<file path="config.mk">
export PLATFORM = sky130hd
export DESIGN_NAME = agu_sequencer_flat
export DESIGN_NICKNAME = d
export VERILOG_FILES = /design/src/rtl/agu_sequencer_if.sv /design/src/rtl/agu_sequencer.sv /design/src/flat_wrapper.sv
export SDC_FILE = /design/constraint.sdc
export NUM_CORES = 1
export LEC_CHECK = 0
export ABC_AREA = 1
export BUFFER_PORTS_ARGS = -buffer_cell sky130_fd_sc_hd__buf_2
export CORE_ASPECT_RATIO = 0.75
export CORE_MARGIN = 8
export CORE_UTILIZATION = 55
export CTS_CLUSTER_SIZE = 14
export DETAILED_ROUTE_END_ITERATION = 10
export PLACE_DENSITY = 0.81
export SETUP_SLACK_MARGIN = 0.05
export SYNTH_ARGS = -nofsm -noshare
export SYNTH_HDL_FRONTEND = slang
export SYNTH_SLANG_ARGS = --single-unit
export TNS_END_PERCENT = 20
</file>
<file path="constraint.sdc">
create_clock -name clock -period 1.9 [get_ports clock]
set_clock_uncertainty 0.1 [all_clocks]
set_input_delay 0.19 -clock clock [delete_from_list [all_inputs] [get_ports clock]]
set_output_delay 0.19 -clock clock [all_outputs]
set_load 0.005 [all_outputs]
</file>
<file path="src/rtl/agu_sequencer_if.sv">
// agu_sequencer_if: request/grant handshake and AGU strobe bundle for the AGU sequencer
//   req_valid[1:0]  requester -> seq  per-requester op request
//   req_op[1:0]     requester -> seq  per-requester op: 0=compose, 1=decompose
//   req_ready[1:0]  seq -> requester  one-hot accept
//   byte_in_valid   requester -> seq  next compose byte is on the data bus
//   byte_phase      seq -> bus        byte being moved: 0=low, 1=high
//   byte_out_valid  seq -> bus        AGU data_out holds a decompose byte
//   compose_*, decompose_*            one-hot AGU strobes
//   grant[1:0]      seq -> bus        owner of the current op
//   busy, done, error                 status; done/error are 1-cycle pulses
interface agu_sequencer_if;
   logic [1:0] req_valid;
   logic [1:0] req_op;
   logic [1:0] req_ready;
   logic [1:0] grant;
   logic byte_in_valid;
   logic byte_phase;
   logic byte_out_valid;
   logic compose_write_low;
   logic compose_write_high;
   logic compose_read_enable;
   logic decompose_write_enable;
   logic decompose_read_low;
   logic decompose_read_high;
   logic busy;
   logic done;
   logic error;
   modport master (
      output req_valid, req_op, byte_in_valid,
      input  req_ready, grant, byte_phase, byte_out_valid, compose_write_low, compose_write_high,
             compose_read_enable, decompose_write_enable, decompose_read_low, decompose_read_high,
             busy, done, error
   );
   modport slave (
      input  req_valid, req_op, byte_in_valid,
      output req_ready, grant, byte_phase, byte_out_valid, compose_write_low, compose_write_high,
             compose_read_enable, decompose_write_enable, decompose_read_low, decompose_read_high,
             busy, done, error
   );
endinterface

</file>
<file path="src/rtl/agu_sequencer.sv">
// agu_sequencer: round-robin 2-way arbiter and compose/decompose strobe sequencer for the AGU
//   clock  in  rising-edge clock
//   reset  in  synchronous active-high reset
//   bus    slave side of agu_sequencer_if (requests, AGU strobes, status)
module agu_sequencer #(
   parameter int TIMEOUT_CYCLES = 16
) (
   input logic clock,
   input logic reset,
   agu_sequencer_if.slave bus
);
   localparam int CW = $clog2(TIMEOUT_CYCLES + 2);
   localparam logic [CW-1:0] TLAST = CW'(TIMEOUT_CYCLES - 1);
   typedef enum logic [2:0] {IDLE, C_LOW, C_HIGH, C_READ, D_WRITE, D_LOW, D_HIGH, DONE} state_t;
   state_t state;
   logic last_grant;
   logic win;
   logic [CW-1:0] cnt;
   // prefer the requester that did not win last time, fall back to the other
   assign win = bus.req_valid[~last_grant] ? ~last_grant : last_grant;
   assign bus.req_ready = (!reset && state == IDLE && bus.req_valid[win]) ? (win ? 2'b10 : 2'b01) : 2'b00;
   // byte writes follow byte_in_valid directly; suppressed on the abort cycle
   assign bus.compose_write_low = !reset && state == C_LOW && bus.byte_in_valid && !bus.error;
   assign bus.compose_write_high = !reset && state == C_HIGH && bus.byte_in_valid && !bus.error;
   always_ff @(posedge clock) begin
      if (reset) begin
         state <= IDLE;
         last_grant <= 1'b1;
         cnt <= '0;
         bus.grant <= 2'b00;
         bus.busy <= 1'b0;
         bus.done <= 1'b0;
         bus.error <= 1'b0;
         bus.byte_phase <= 1'b0;
         bus.byte_out_valid <= 1'b0;
         bus.compose_read_enable <= 1'b0;
         bus.decompose_write_enable <= 1'b0;
         bus.decompose_read_low <= 1'b0;
         bus.decompose_read_high <= 1'b0;
      end else begin
         // registered outputs are loaded for the state being entered
         bus.done <= 1'b0;
         bus.error <= 1'b0;
         bus.byte_phase <= 1'b0;
         bus.byte_out_valid <= 1'b0;
         bus.compose_read_enable <= 1'b0;
         bus.decompose_write_enable <= 1'b0;
         bus.decompose_read_low <= 1'b0;
         bus.decompose_read_high <= 1'b0;
         case (state)
            IDLE: if (|bus.req_ready) begin
               bus.grant <= bus.req_ready;
               bus.busy <= 1'b1;
               last_grant <= win;
               cnt <= '0;
               if (bus.req_op[win]) begin
                  state <= D_WRITE;
                  bus.decompose_write_enable <= 1'b1;
               end else begin
                  state <= C_LOW;
               end
            end
            C_LOW, C_HIGH: begin
               if (bus.error) begin
                  state <= IDLE;
                  bus.grant <= 2'b00;
                  bus.busy <= 1'b0;
                  cnt <= '0;
               end else if (bus.byte_in_valid) begin
                  cnt <= '0;
                  if (state == C_LOW) begin
                     state <= C_HIGH;
                     bus.byte_phase <= 1'b1;
                  end else begin
                     state <= C_READ;
                     bus.compose_read_enable <= 1'b1;
                  end
               end else begin
                  bus.byte_phase <= state == C_HIGH;
                  // error lands on the cycle the counter reaches TIMEOUT_CYCLES
                  if (TIMEOUT_CYCLES != 0) begin
                     cnt <= cnt + 1'b1;
                     bus.error <= cnt == TLAST;
                  end
               end
            end
            C_READ: begin
               state <= DONE;
               bus.done <= 1'b1;
            end
            D_WRITE: begin
               state <= D_LOW;
               bus.decompose_read_low <= 1'b1;
            end
            D_LOW: begin
               state <= D_HIGH;
               bus.decompose_read_high <= 1'b1;
               bus.byte_out_valid <= 1'b1;
            end
            D_HIGH: begin
               state <= DONE;
               bus.done <= 1'b1;
               bus.byte_out_valid <= 1'b1;
               bus.byte_phase <= 1'b1;
            end
            DONE: begin
               state <= IDLE;
               bus.grant <= 2'b00;
               bus.busy <= 1'b0;
            end
         endcase
      end
   end
endmodule

</file>
<file path="src/flat_wrapper.sv">
// flat-port wrapper written by rule: the top's interface ports become plain ports
module agu_sequencer_flat 
#(
   parameter int TIMEOUT_CYCLES = 16
)
  (clock, reset, bus_req_valid, bus_req_op, bus_byte_in_valid, bus_req_ready, bus_grant, bus_byte_phase, bus_byte_out_valid, bus_compose_write_low, bus_compose_write_high, bus_compose_read_enable, bus_decompose_write_enable, bus_decompose_read_low, bus_decompose_read_high, bus_busy, bus_done, bus_error);
  agu_sequencer_if bus_i ();
  input logic clock;
  input logic reset;
  input wire logic [$bits(bus_i.req_valid)-1:0] bus_req_valid;
  input wire logic [$bits(bus_i.req_op)-1:0] bus_req_op;
  input wire logic [$bits(bus_i.byte_in_valid)-1:0] bus_byte_in_valid;
  output wire logic [$bits(bus_i.req_ready)-1:0] bus_req_ready;
  output wire logic [$bits(bus_i.grant)-1:0] bus_grant;
  output wire logic [$bits(bus_i.byte_phase)-1:0] bus_byte_phase;
  output wire logic [$bits(bus_i.byte_out_valid)-1:0] bus_byte_out_valid;
  output wire logic [$bits(bus_i.compose_write_low)-1:0] bus_compose_write_low;
  output wire logic [$bits(bus_i.compose_write_high)-1:0] bus_compose_write_high;
  output wire logic [$bits(bus_i.compose_read_enable)-1:0] bus_compose_read_enable;
  output wire logic [$bits(bus_i.decompose_write_enable)-1:0] bus_decompose_write_enable;
  output wire logic [$bits(bus_i.decompose_read_low)-1:0] bus_decompose_read_low;
  output wire logic [$bits(bus_i.decompose_read_high)-1:0] bus_decompose_read_high;
  output wire logic [$bits(bus_i.busy)-1:0] bus_busy;
  output wire logic [$bits(bus_i.done)-1:0] bus_done;
  output wire logic [$bits(bus_i.error)-1:0] bus_error;
  assign bus_i.req_valid = bus_req_valid;
  assign bus_i.req_op = bus_req_op;
  assign bus_i.byte_in_valid = bus_byte_in_valid;
  assign bus_req_ready = bus_i.req_ready;
  assign bus_grant = bus_i.grant;
  assign bus_byte_phase = bus_i.byte_phase;
  assign bus_byte_out_valid = bus_i.byte_out_valid;
  assign bus_compose_write_low = bus_i.compose_write_low;
  assign bus_compose_write_high = bus_i.compose_write_high;
  assign bus_compose_read_enable = bus_i.compose_read_enable;
  assign bus_decompose_write_enable = bus_i.decompose_write_enable;
  assign bus_decompose_read_low = bus_i.decompose_read_low;
  assign bus_decompose_read_high = bus_i.decompose_read_high;
  assign bus_busy = bus_i.busy;
  assign bus_done = bus_i.done;
  assign bus_error = bus_i.error;
  agu_sequencer #(.TIMEOUT_CYCLES(TIMEOUT_CYCLES)) u_core (.clock(clock), .reset(reset), .bus(bus_i));
endmodule
</file>
---- After elaboration in Yosys (flattened, before gate mapping) ----
Index checks and enable logic that the tools add are counted.
operators by class
  add/subtract/negate cells ............... 1
  multiply operators ...................... 0
  divide/modulo/power cells ............... 0
  $lt $le $gt $ge ......................... 2
  equality and inequality tests ........... 11
  shift-type cells ........................ 0
  muxes and demuxes ....................... 35
  bitwise logic cells ..................... 5
  reductions and logical operators ........ 24
operators with widths
  operator                                                                       count
  1-bit two-way mux                                                              19
  3-bit one-hot mux with 6 select lines                                          1
  5-bit two-way mux                                                              3
  3-bit == test (second input constant)                                          4
  3-bit two-way mux                                                              4
  5-bit one-hot mux with 2 select lines                                          1
  1-bit logical AND                                                              8
  2-bit two-way mux                                                              4
  2-bit OR reduction                                                             4
  4-bit OR reduction                                                             2
  3-bit by 2-bit == test with 1-bit output (second input constant)               2
  2-bit one-hot mux with 3 select lines                                          1
  2-bit AND reduction                                                            3
  5-bit by 1-bit adder with 5-bit output (second input constant)                 1
  5-bit by 4-bit == test with 1-bit output (second input constant)               1
  1-bit inverter                                                                 5
  1-bit by 2-bit less-than comparator with 1-bit output (second input constant)  2
  3-bit by 1-bit == test with 1-bit output (second input constant)               1
  3-bit zero test                                                                1
  3-bit by 2-bit != test with 1-bit output (second input constant)               1
  1-bit one-hot mux with 3 select lines                                          1
  3-bit AND reduction                                                            1
  3-bit nonzero test                                                             1
  3-bit OR reduction                                                             1
  5 further kinds                                                                6
word-level totals
  register bits after elaboration ......... 20
  latch bits .............................. 0
  RAM bits ................................ 0
  memory bits (read-only) ................. 0
  output and inout bits ................... 15
  word-level logic and storage cells ...... 91
  memories ................................ 0

---- Logic depth before layout (Yosys ltp) ----
  word-level depth ........................ 11
  mapped depth ............................ 9

---- Least setup slack after synthesis ----
No wires, ideal clock.
  path type ............................... register -> output
  start ................................... reg u_core.state[1]
  end ..................................... out bus_req_ready[1]
  data arrival time ....................... 0.979 ns
  data required time ...................... 1.610 ns
  slack ................................... 0.631 ns
  stages on the path, launching flop included .. 7
  cells stage by stage .................... dfxtp_1 buf_4 nor2_4 nand2_4 nor2_4 nand3_1 inv_1
on the way
  word-level cells in the longest chain between the ends .. 4
RTL lines
  element                          line                 text
  start: declaration               agu_sequencer.sv:15  state_t state;
  start signal: assignment         agu_sequencer.sv:27  state <= IDLE;
  start signal: assignment         agu_sequencer.sv:57  state <= D_WRITE;
  start signal: assignment         agu_sequencer.sv:60  state <= C_LOW;
  3-bit zero test                  agu_sequencer.sv:21  assign bus.req_ready = (!reset && state == IDLE && bus.req_valid[win]) ? (win ? 2'b10 : 2'b01) : 2'b00;
  1-bit logical AND (2 in series)  agu_sequencer.sv:21
  2-bit two-way mux                agu_sequencer.sv:21
  end: declaration                 flat_wrapper.sv:13   output wire logic [$bits(bus_i.req_ready)-1:0] bus_req_ready;
Every way passes these cells.

---- Final worst setup path ----
  start ................................... reg u_core.state[0]
  end ..................................... out bus_req_ready[1]
Same word-level chain as after synthesis.

==> results by group <==
Layout
  – Layout cell share with drive strength beyond 1: approximately a quarter
  – Top reg by flops: u_core.cnt
  – Final core occ: 67.2%
  – ANT cells: 0
  – Leading cell type in the layout, fill and taps excluded: nand2_1
  – Area Growth Syn to Fin: 14.7%
  – Max reg flops: 5
  – Multi-input gate area: 512 um2
  – Register Area: roughly 400 um2
  – Commonest cells after routing, fill and taps aside: nand2_1 (33), buf_2 (21), dfxtp_1 (18), inv_1 (17), nor2_1 (13)
  – Largest registers: u_core.cnt x5, u_core.state x3, u_core.bus.grant x2
  – Final #Nets: approximately 170
  – Fill count: approximately 150

Global route
  – Remaining global-route overflow: 0
  – Vias in the first global route: slightly above 800
  – Initial antenna violation count: 0
  – Largest net degree at the start of global routing: 19
  – First-pass GRT wire length: 3.51 mm
  – Gr usage total: approximately an eighth

Timing
  – RSZ-0062 raised after global routing: no
  – Setup TNS: 0 ns
  – Slew @ Worst Pin: between 0.3 and 0.4 ns
  – Final Hold Vio Count: 0
  – FMAX: roughly 0.58 GHz
  – Relative max-transition margin: approximately 77%
  – Final Max Slew Viols: 0
  – Hold Slack: between 0.08 and 0.09 ns
  – Final setup viols: 0
  – Period utilisation layout: between 90% and 100%
  – Minimum clock period: around 1.7 ns

Clock tree
  – Clock buffer depth: 2
  – Setup bufs post-CTS: 0
  – CTS Hold Bufs: 0
  – TritonCTS Buffers: 3
  – Clock root buffer: clkbuf_4
  – Clock sinks: 20
  – CTS H-tree lvls: 1
  – Worst skew pair latency: just over 0.3 ns
  – CTS tree: done
  – Clock Pin Slew Worst Setup and Hold Paths: 0.10 ns

Setup path
  – Crit end category: output pin
  – R2r setup slk: around 0.53 ns
  – Worst path arrival time: ~1.4 ns
  – WS Path Type: register to output pin
  – Worst setup path start: u_core.state[0]
  – Setup crit start kind: register
  – Register-to-Register Path Depth: 6
  – Setup crit end: bus_req_ready[1]
  – Reg2reg end: u_core.cnt[1]
  – Max FO, Critical Path: 6
  – FF-to-FF Start: u_core.state[2]
  – Crit path required time: approximately 1.6 ns

Route
  – Initial DRC count: 24
  – WL/cell: about 12 um
  – Vias/cell: 5.16
  – DRT Wirelength: between 2 and 2.5 mm
  – Antenna viol nets, final: 0
  – Vias: 944
  – First drt pass iteration count: 4
  – Drt drc: 0

Logic synthesis
  – Synthesized area: 0.00101 mm2
  – Flops & latches, synth: 20
  – Post-synthesis simple-gate area fraction: a little under two fifths
  – Sequential share of the synthesized area: between 30% and 40%
  – Synth Area per Inst: slightly above 7 um2
  – Largest family of logic cells by synthesized area: simple AND/OR/NAND/NOR gates
  – Mapped Cells: 139
  – Compound-cell area share of the yosys netlist: between 9 and 10%
  – Post-Synth XOR/XNOR Area: less than 1%
  – Synthesized Nets: 148
  – Multiplexer area fraction after synthesis: 0%
  – Adder-Cell Fraction of Synth Area: under 10%
  – Yosys cell types: 25
  – Syn. warnings: 0

Run
  – Max_cap viols: 0

Power and ir drop
  – Logic gate share of total power: a little under half
  – Internal power: between 0.8 and 0.9 mW
  – Leakage: about 0.57 nW
  – Pwr per Cell Area: approximately 1300 mW/mm2
  – Net switching power: between 0.6 and 0.7 mW
  – Sw Share: around 43%
  – Flop pwr share: between 30% and 40%
  – Clk pwr share: 16.1%
  – Peak VDD IR: approximately 1000 uV

Floorplan
  – Die area: around 0.0035 mm2
  – Rows: 13
  – Die Wd: roughly 65 um
  – Core Region: 0.00172 mm2
  – Die H: 53.1 um
  – Ports: 22
  – Starting Density: between 50 and 60%

Hold path
  – Min-Delay Path Class: primary input to register

Placement
  – Routability cong.: slightly above 0.8
  – Post-DP HPWL: 1.67 mm
  – PortBufs: 21

Outcome
  – Status: finished clean
[area by class of cell]
class | count | area share (%)
tap | 22 | 2.38
inverter | 20 | 6.48
multi-input combinational | 96 | 44.2
sequential | 20 | 34.8
clock buffer | 4 | 3.13
timing repair buffer | 21 | 9.07
[critical path: stages (launching register included)]
cell,delay [ns]
dfxtp_2,0.38
nor2_4,0.15
nand2_4,0.09
nor2_4,0.20
nand3_1,0.14
inv_1,0.07
buf_2,0.10
[cells by family (layout without fill, tap and decap cells)]
family,Yosys count,after routing
and+or+nand+nor,75,75
buffers and inverters,23,45
AOI/OAI and AO/OA,18,18
xor gates and xnor gates,1,1
DFF,20,20
adders and majority gates,2,2
[worst min-delay path by stage]
stage	startpoint	end	slack (ns)	cells past startpoint
floorplan	bus_byte_in_valid	u_core.bus.byte_phase	0.28	3
finish	bus_byte_in_valid	u_core.bus.byte_phase	0.09	4
global placement	u_core.bus.grant[0]	u_core.bus.grant[0]	0.35	2
CTS	bus_byte_in_valid	u_core.bus.byte_phase	0.08	4
detailed placement	u_core.bus.grant[0]	u_core.bus.grant[0]	0.35	2
global route	bus_byte_in_valid	u_core.bus.byte_phase	0.1	4
[power groups by stage]
stage	clock network, mW	registers (mW)	logic, mW
2_1_floorplan	0	0.562	0.581
3_3_place_gp	0	0.584	0.702
3_5_place_dp	0	0.589	0.713
4_1_cts	0.257	0.579	0.718
5_1_grt	0.280	0.596	0.800
6_report	0.249	0.583	0.716
[cell usage after synthesis]
master	instances	area share, %
nand2_1	33	12
dfxtp_1	20	40
inv_1	17	6.3
nor2_1	13	4.8
nand3_1	10	5.0
a21oi_1	8	4.0
nor2_4	6	6.7
nand2_2	4	2.5
nor4_1	4	2.5
o21ai_1	4	2.0
inv_2	3	1.1
ha_1	2	2.5
nor3_1	2	0.99
o21ai_0	2	0.99
a31oi_1	1	0.62
buf_4	1	0.74
buf_6	1	1.1
clkbuf_1	1	0.37
nand2_4	1	1.1
nand3_2	1	0.99
nand4_1	1	0.62
o211ai_1	1	0.74
o21a_1	1	0.74
o21ai_2	1	0.87
xor2_1	1	0.87
[metal layers]
layer	wire length (um)	track usage [%]	vias up	part of all wire, %
li1	-	-	490	-
met1	964	13.5	420	45
met2	989	22.3	27	46
met3	143	6.11	7	6.7
met4	34	4.69	0	1.6
met5	0	0	-	0
[through the flow]
stage / total power, mW / instances / area, um2 / setup WS (ns)
6_report: 1.55 / 183 / 1160 / 0.166
5_1_grt: 1.68 / 183 / 1160 / 0.0831
4_1_cts: 1.55 / 183 / 1160 / 0.118
3_5_place_dp: 1.30 / 179 / 1120 / 0.399
3_3_place_gp: 1.29 / 179 / 1120 / 0.450
2_1_floorplan: 1.14 / 139 / 1010 / 0.631
[what timing repair did]
item | CTS | global route
setup endpoints to repair | 0 | 1
endpoints found under the hold margin | 0 | 0
gates resized for setup | 0 | 2
No activity file was read; power rests on OpenSTA's default activity.
